### src/rtl/game_ctrl_pkg.sv
// Shared encodings for the game supervisor and the LED stage downstream.
// Holds the 2-bit game state and the nine 4-bit direction modes, plus
// the button-to-mode decode used while a game is in progress.
package game_ctrl_pkg;

   typedef enum logic [1:0] {
      ST_START = 2'd0,
      ST_PLAY  = 2'd1,
      ST_LOSE  = 2'd2,
      ST_WIN   = 2'd3
   } game_state_t;

   typedef enum logic [3:0] {
      MODE_NONE      = 4'b0000,
      MODE_UP        = 4'b0010,
      MODE_DOWN      = 4'b1000,
      MODE_LEFT      = 4'b0001,
      MODE_RIGHT     = 4'b0100,
      MODE_LEFTUP    = 4'b0011,
      MODE_LEFTDOWN  = 4'b0101,
      MODE_RIGHTUP   = 4'b0110,
      MODE_RIGHTDOWN = 4'b0111
   } mode_t;

   // Opposing buttons on one axis cancel that axis only.
   function automatic mode_t decode_mode(input logic up, input logic down,
                                         input logic left, input logic right);
      logic  v_up, v_dn, h_l, h_r;
      mode_t m;
      v_up = up & ~down;
      v_dn = down & ~up;
      h_l  = left & ~right;
      h_r  = right & ~left;
      if (v_up)
         m = h_l ? MODE_LEFTUP : (h_r ? MODE_RIGHTUP : MODE_UP);
      else if (v_dn)
         m = h_l ? MODE_LEFTDOWN : (h_r ? MODE_RIGHTDOWN : MODE_DOWN);
      else
         m = h_l ? MODE_LEFT : (h_r ? MODE_RIGHT : MODE_NONE);
      return m;
   endfunction

endpackage

### src/rtl/game_ctrl_onepulse.sv
// onepulse: rising-edge detector for a synchronous level.
//   clk, rst_n : clock, asynchronous active-low reset
//   sig        : input level
//   pulse      : high for the one cycle where sig=1 and the previous sample was 0
// History resets to 1 so a level held through reset produces no pulse.
module onepulse (
   input  logic clk,
   input  logic rst_n,
   input  logic sig,
   output logic pulse
);

   logic hist;

   always_ff @(posedge clk or negedge rst_n) begin
      if (!rst_n) hist <= 1'b1;
      else        hist <= sig;
   end

   assign pulse = sig & ~hist;

endmodule

### src/rtl/game_ctrl.sv
// game_ctrl: game supervisor feeding the LED controller.
//   clk, rst_n          : clock, asynchronous active-low reset
//   btn_start           : start button level (rising edge starts / aborts hold)
//   btn_up/down/left/right : direction levels, decoded to mode in PLAY
//   hit, collide        : one-cycle playfield event pulses
//   state               : START/PLAY/LOSE/WIN
//   mode                : registered direction code
//   score, time_left    : game score and remaining ticks
//   tick                : one-cycle pulse per game tick
module game_ctrl
   import game_ctrl_pkg::*;
#(
   parameter int unsigned TICK_DIV   = 1_000_000,
   parameter int unsigned TIME_LIMIT = 60,
   parameter int unsigned WIN_SCORE  = 10,
   parameter int unsigned HOLD_TICKS = 3
) (
   input  logic       clk,
   input  logic       rst_n,
   input  logic       btn_start,
   input  logic       btn_up,
   input  logic       btn_down,
   input  logic       btn_left,
   input  logic       btn_right,
   input  logic       hit,
   input  logic       collide,
   output logic [1:0] state,
   output logic [3:0] mode,
   output logic [7:0] score,
   output logic [7:0] time_left,
   output logic       tick
);

   localparam int unsigned CW = $clog2(TICK_DIV);
   localparam int unsigned HW = $clog2(HOLD_TICKS + 1);

   game_state_t state_q, state_d;
   mode_t       mode_q, mode_d;
   logic [7:0]  score_q, score_d;
   logic [7:0]  time_q, time_d;
   logic [CW-1:0] cnt_q;
   logic [HW-1:0] hold_q, hold_d;
   logic        tick_q;
   logic        start_pulse;
   logic        wrap;
   logic        clr_cnt;

   onepulse u_start (
      .clk   (clk),
      .rst_n (rst_n),
      .sig   (btn_start),
      .pulse (start_pulse)
   );

   // The game logic acts on the wrap edge itself; the tick output is the
   // registered copy, so it is visible in the same cycle as its effects.
   assign wrap = (cnt_q == CW'(TICK_DIV - 1));

   always_comb begin
      state_d = state_q;
      score_d = score_q;
      time_d  = time_q;
      hold_d  = hold_q;
      clr_cnt = 1'b0;
      unique case (state_q)
         ST_START: begin
            if (start_pulse) begin
               state_d = ST_PLAY;
               clr_cnt = 1'b1;
            end
         end
         ST_PLAY: begin
            if (collide) begin
               state_d = ST_LOSE;
               clr_cnt = 1'b1;
            end else if (hit && (({1'b0, score_q} + 9'd1) >= 9'(WIN_SCORE))) begin
               score_d = score_q + 8'd1;
               state_d = ST_WIN;
               clr_cnt = 1'b1;
            end else begin
               if (hit && (score_q != '1))
                  score_d = score_q + 8'd1;
               if (wrap) begin
                  time_d = time_q - 8'd1;
                  if (time_q <= 8'd1) begin
                     time_d  = '0;
                     state_d = ST_LOSE;
                     clr_cnt = 1'b1;
                  end
               end
            end
         end
         ST_LOSE, ST_WIN: begin
            if (start_pulse)
               state_d = ST_START;
            else if (wrap) begin
               if (hold_q == HW'(HOLD_TICKS - 1))
                  state_d = ST_START;
               else
                  hold_d = hold_q + 1'b1;
            end
         end
         default: state_d = ST_START;
      endcase

      if (state_d != state_q)
         hold_d = '0;
      // Reload on entering (and while in) START so the values are visible immediately.
      if (state_d == ST_START) begin
         score_d = '0;
         time_d  = 8'(TIME_LIMIT);
      end

      mode_d = MODE_NONE;
      if (state_q == ST_PLAY && state_d == ST_PLAY)
         mode_d = decode_mode(btn_up, btn_down, btn_left, btn_right);
   end

   always_ff @(posedge clk or negedge rst_n) begin
      if (!rst_n) begin
         state_q <= ST_START;
         mode_q  <= MODE_NONE;
         score_q <= '0;
         time_q  <= 8'(TIME_LIMIT);
         hold_q  <= '0;
         cnt_q   <= '0;
         tick_q  <= 1'b0;
      end else begin
         state_q <= state_d;
         mode_q  <= mode_d;
         score_q <= score_d;
         time_q  <= time_d;
         hold_q  <= hold_d;
         tick_q  <= wrap;
         if (clr_cnt || wrap) cnt_q <= '0;
         else                 cnt_q <= cnt_q + 1'b1;
      end
   end

   assign state     = state_q;
   assign mode      = mode_q;
   assign score     = score_q;
   assign time_left = time_q;
   assign tick      = tick_q;

endmodule

### config.mk
export PLATFORM = sky130hd
export DESIGN_NAME = game_ctrl
export DESIGN_NICKNAME = d
export VERILOG_FILES = /design/src/rtl/game_ctrl_pkg.sv /design/src/rtl/game_ctrl_onepulse.sv /design/src/rtl/game_ctrl.sv
export SDC_FILE = /design/constraint.sdc
export NUM_CORES = 1
export LEC_CHECK = 0
export CORE_MARGIN = 5
export CORE_UTILIZATION = 45
export CTS_BUF_LIST = sky130_fd_sc_hd__clkbuf_4
export DETAILED_ROUTE_END_ITERATION = 8
export PLACE_DENSITY = 0.71
export SLEW_MARGIN = 20
export SYNTH_ARGS = -nofsm -noshare
export SYNTH_HDL_FRONTEND = slang
export SYNTH_SLANG_ARGS = --single-unit
### constraint.sdc
create_clock -name clk -period 6.9 [get_ports clk]
set_input_delay 1.725 -clock clk [delete_from_list [all_inputs] [get_ports clk]]
set_output_delay 1.725 -clock clk [all_outputs]
set_load 0.01 [all_outputs]
After elaboration in Yosys (flattened, before gate mapping):

Index checks and enable logic that the tools add are counted.

* eq/ne operators: 12
* order comparisons: 2
* bitwise logic cells: 10
* reductions and logical operators: 15
* add/sub/neg operators: 5
* muxes and demuxes: 41

Operators by type and width (count)
* $mux 8: 11
* $mux 2: 13
* $add 20x1->20 const B: 1
* $eq 20x20->1 const B: 1
* $mux 20: 1
* $mux 4: 5
* $mux 3: 4
* $add 8x1->9 const B: 1
* $ge 9x4->1 const B: 1
* $add 8x1->8 const B: 1
* $le 8x1->1 const B: 1
* $ne 2x1->1 const B: 4
* $ne 8x8->1 const B: 1
* $reduce_and 4->1: 2
* $reduce_bool 2->1: 4
* $sub 8x1->8 const B: 1
* $eq 2x2->1 const B: 3
* $pmux 2 s3: 1
* $and 1x1->1: 5
* $mux 1: 5
* $not 1->1: 5
* $eq 2x1->1 const B: 2
* $logic_not 2->1: 2
* $logic_and 1x1->1: 3
* 7 further kinds: 7

* input port bits: 9
* flip-flop bits (word level): 46
* output and inout bits: 23

Depth between registers and ports, before layout:

* word-level depth: 9
* mapped depth: 8
* mapped depth without buffers: 8

By module:

Synthesis repeated with hierarchy kept, for this count alone.

* cell total of the unflattened synthesis: 268
* area total of the unflattened synthesis: 2607.5 um^2

Modules (own cells, without submodules)
* game_ctrl: cells an instance 266, instances 1, area each 2567.5 um^2
* onepulse: cells an instance 2, instances 1, area each 40.0 um^2

Worst setup path after synthesis:

OpenSTA, ideal clock, no wires.

* kind: input port to flip-flop
* from: input port collide
* to: register time_q[6], in the netlist time_left[6]
* arrival: 3.079 ns
* data required time: 6.822 ns
* setup time: 0.078 ns
* path slack: 3.743 ns
* cell stages on the path: 5
* path through: nor2_1 > and3_1 > or3b_1 > or4b_1 > a21oi_1

* longest elaborated chain between the ends: 5
* elaborated cells on any way between the ends: 9
* classes of those cells: eq/ne (2); mux (3); reduce/logical (4)

Ends and longest elaborated chain
* start, declared: RTL line game_ctrl.sv:26 `input logic collide,`
* $mux 2: RTL line game_ctrl.sv:73 `if (collide) begin`
* $pmux 2 s3: RTL line game_ctrl.sv:65 `unique case (state_q)`
* $logic_not 2->1: RTL line game_ctrl.sv:109 `if (state_d == ST_START) begin`
* $ne 2x1->1 (no source line) or $reduce_bool 2->1 (tied branches)
* $reduce_and 4->1 (no source line)
* end signal, assigned: RTL line game_ctrl.sv:124 `time_q <= 8'(TIME_LIMIT);`
* end signal, assigned: RTL line game_ctrl.sv:132 `time_q <= time_d;`
* end, declared: RTL line game_ctrl.sv:40 `logic [7:0] time_q, time_d;`

Parallel ways exist; a longest one is shown, timed or not.
A chain may end at the register's enable or synchronous reset.

Final worst setup path:

* from: input port hit
* to: register hold_q[1]

* longest elaborated chain between the ends: 7
* elaborated cells on any way between the ends: 11
* classes of those cells: eq/ne (3); mux (4); reduce/logical (4)

Ends and longest elaborated chain
* start, declared: RTL line game_ctrl.sv:25 `input logic hit,`
* $logic_and 1x1->1 *: RTL line game_ctrl.sv:76 `end else if (hit && (({1'b0, score_q} + 9'd1) >= 9'(WIN_SCORE))) begin`
* $mux 2 *: RTL line game_ctrl.sv:76
* $mux 2 *: RTL line game_ctrl.sv:73
* $pmux 2 s3 *: RTL line game_ctrl.sv:65
* $ne 2x2->1 *: RTL line game_ctrl.sv:106 `if (state_d != state_q)`
* $ne 2x1->1 (no source line) or $reduce_bool 2->1 (tied branches)
* $reduce_and 4->1 (no source line)
* end signal, assigned: RTL line game_ctrl.sv:133 `hold_q <= hold_d;`
* end, declared: RTL line game_ctrl.sv:42 `logic [HW-1:0] hold_q, hold_d;`

Mark *: on every way between the ends. The rest lies on a longest branch, timed or not.

==> impl_summary.md <==
Clock tree
The later-pin clock latency in the skew report is 0.38 ns. The H-tree generated during clock tree synthesis spans 2 levels. The number of buffers added for setup after CTS is 0.

For this design, the sink count on the clock tree is 46. The post-CTS resize count is 0. The number of buffers inserted during clock tree synthesis is 5. The register clock-pin slew on the reported worst setup and hold paths is 0.15 ns.

For this design, the CTS-stage hold fixing added 0 buffers. The buffer levels on the longest clock path is 2. TritonCTS built the clock tree.

The cell at the root of the clock tree is sky130_fd_sc_hd__clkbuf_4.

Global route
The initial antenna violation count is 0. The number of global-route vias before repair is 1,993. The total global routing overflow is 0.

The global-route usage over all layers is 0.161. The global-route wire length before repair is 9.54 mm. The maximum number of pins on one net before global-route repair is 47.

Floorplan
The die boundary height is 85.1 um. The initial utilization of the core area, before any placement, comes to 0.460. The die footprint is 0.00723 sq mm. After floorplanning, the core was divided into 27 placement rows. The area of the placeable core is 0.00551 sq mm. The number of primary I/O pins is 32. The die is 85.1 um wide.

Worst setup path
Among all stages on the critical path, the largest delay is contributed by sky130_fd_sc_hd__nor3_1. The maximum fanout along the worst path is 9. STA classifies the critical path startpoint as an input port. The critical path goes through clkdlybuf4s50_1, inv_1, nor3_1, nand3_1, o211ai_1, o22ai_1, nor4_1.

The setup slack of the most critical reg-to-reg path is 3.82 ns. The required time of the critical path is 7.20 ns. The destination of the worst register-to-register timing path is time_left[6]. Together, buffers and inverters on the worst path number 2. At the worst endpoint, the arrival time is 3.84 ns. The critical path class is in2reg. The critical path endpoint category is a flop. Counting cells, the worst reg-to-reg path comes to 7. The kind of cell with the highest combined delay on the critical path is simple AND/OR/NAND/NOR gates. The largest stage delay on the critical path is 0.76 ns.

The startpoint identified for the worst register-to-register timing path is score[0].

Drt
The number of DRC violations after detailed routing is 0. The mean number of vias per cell is 5.53. For this block, the initial DRC count from the detailed router was 107. After detailed routing, the total wire length is 5.50 mm. The overall via count from detail_route is 2,113. The count of nets left with antenna violations once routing finished came out at 0. The iteration count of the initial detailed-routing pass is 4. The mean routed wirelength per cell is 14.4 um.

Place
The count of buffers added on input and output ports is 31. The placement-stage cell area is 0.00292 sq mm. Prior to clock tree synthesis, the placed netlist has a worst setup slack of 2.97 ns.

The post-detailed-placement half-perimeter wirelength is 3.90 mm. The routability congestion estimate from global placement is 0.881.

Logic synthesis
After synthesis the netlist holds a flip-flop and latch count of 46. The number of unique standard cell types used by synthesis is 43. In the post-synthesis netlist, the biggest area contributors are sky130_fd_sc_hd__dfrtp_1 40%, sky130_fd_sc_hd__xor2_1 6.9%, sky130_fd_sc_hd__nor2_1 6.7%. By count the netlist is led by 45 x sky130_fd_sc_hd__nor2_1, 41 x sky130_fd_sc_hd__dfrtp_1, 20 x sky130_fd_sc_hd__nand2_1, 20 x sky130_fd_sc_hd__xor2_1, 17 x sky130_fd_sc_hd__nand3_1. The share of the Yosys chip area taken by registers is 0.457. The post-synthesis cell type with the largest combined area is sky130_fd_sc_hd__dfrtp_1.

For this run, asynchronously set or reset flops after synthesis account for 1.00. Of the post-synthesis cell area, the dominant cell type holds 0.405. In this run the cell area of the synthesized design comes to 0.00253 sq mm.

Synthesis produced 275 cells. Dividing the synthesized area by the synthesized cell count gives 9.22 sq um. The number of warning messages in the yosys log is 0. In this run, synthesis inferred 0 flip-flops with an integrated enable. For this run, the leading register cell type out of synthesis is sky130_fd_sc_hd__dfrtp_1. Counting every net in the synthesized netlist gives 292.

Yosys instantiated no cell more often than sky130_fd_sc_hd__nor2_1.

Timing
On the final layout, the worst clock skew is 0.0112 ns. Setup repair after global routing left no endpoint under its margin. The final number of max-transition violations came to 0.

In this run the tightest slew margin relative to its limit is 0.310. Dividing the final minimum period by the clock period gives 0.513. The measured slew at the worst slew-check pin is 1.02 ns. The worst path meets setup with 3.36 ns of slack. After layout, the minimum clock period comes to 3.54 ns. Static timing analysis puts the maximum clock frequency at 283 MHz.

Hold is met by 0.519 ns. Setup violations remaining at the end of the flow were counted as 0. The number of endpoints with negative hold slack in the final report was 0. In the final timing run, aggregate negative setup slack is 0 ns.

Final layout
In the final layout, the multi-input gates occupy 0.00132 sq mm. For this run, the post-layout net count is 326. The area overhead of the layout relative to synthesis is 17.7%. The post-route cell area is 0.00298 sq mm.

In the final layout, the share of cells above drive strength 1 is 0.0645. The filler cells instantiated in the layout total 514. The sequential cells in the finished layout cover a total of 0.00116 sq mm. 0 antenna diodes ended up in the layout.

Pwr
Power spread over the standard cell area amounts to 204 mW/mm^2. The leakage component of the power is 1.24 nW. The maximum vdd drop is 0.105 mV.

Worst hold path
The worst hold path begins at cnt_q[0]. The worst hold path belongs to the class reg2reg. Along the worst hold path, the cell count comes to 1.

The endpoint of the worst hold-timing path is cnt_q[0].

Run
Across the run, the number of max-cap violations was 0.

Status
The flow ran to the end, and the final reports show no timing, DRC or antenna violations.
metal layers:
metal  vias to the layer above  GRT usage  wire length [um]
met5                         -          0                 0
met4                         0     0.0518                89
met3                        11     0.0388               264
met2                        52      0.239              2460
met1                      1008      0.231              2680
li1                       1042          -                 -
cells by family after synthesis:
| logic type | synth area share |
|---|---|
| XOR/XNOR | 0.0967 |
| flip-flops | 0.457 |
| adder cells (fa/ha/maj) | 0.0395 |
| AND/OR/NAND/NOR | 0.298 |
| buffers and inverters | 0.0227 |
| AO/OA/AOI/OAI | 0.0829 |
| multiplexers | 0.00395 |
layout make-up:
class	instances	area share
Multi-Input combinational cell	214	0.443
Sequential cell	46	0.388
Timing Repair Buffer	32	0.106
Tap cell	72	0.0302
Clock buffer	5	0.0126
Inverter	10	0.0126
Clock inverter	3	0.00839
state kept, by name (all words and copies together) (netlist names):
signal	cells
state	2
score	8
cnt_q	20
tick	1
time_left	8
u_start.hist	1
hold_q	2
mode	4
placed cells by master, fill, tap and decap left out, drive strengths merged, types with 3 or more instances in the layout:
cell / count
or4: 6
nand2: 20
o31ai: 5
nand4: 7
a21oi: 9
nand2b: 3
inv: 11
clkbuf: 5
nor2: 45
xnor2: 8
nand3: 18
clkdlybuf4s50: 30
and4: 5
dfstp: 5
ha: 8
and3: 6
and2: 3
nor4: 6
o21ai: 4
nor2b: 3
or3: 4
dfrtp: 41
nor3: 10
xor2: 20
stage by stage:
step                      cells  total power [mW]  utilization
after floorplan             275             0.410            -
after global placement      374             0.472        0.530
after detailed placement    374             0.473        0.530
after CTS                   382             0.614        0.541
after global routing        382             0.648        0.542
final                       382             0.609        0.542
power by group:
part / internal [mW] / switching (mW) / total [mW]
sequential: 0.290 / 0.0250 / 0.315
combinational: 0.0629 / 0.0895 / 0.152
clock: 0.0417 / 0.0994 / 0.141
total: 0.395 / 0.214 / 0.609
how the worst max path moves through the flow:
stage,startpoint,end,slack [ns],depth (start not counted)
finish,hit,hold_q[1],3.36,7
global route,hit,hold_q[1],3.12,7
CTS,collide,time_left[6],3.37,6
detailed placement,collide,time_left[6],2.97,6
global placement,collide,time_left[6],3.03,6
floorplan,collide,time_left[6],3.74,5
No activity file was read; power rests on OpenSTA's default activity.
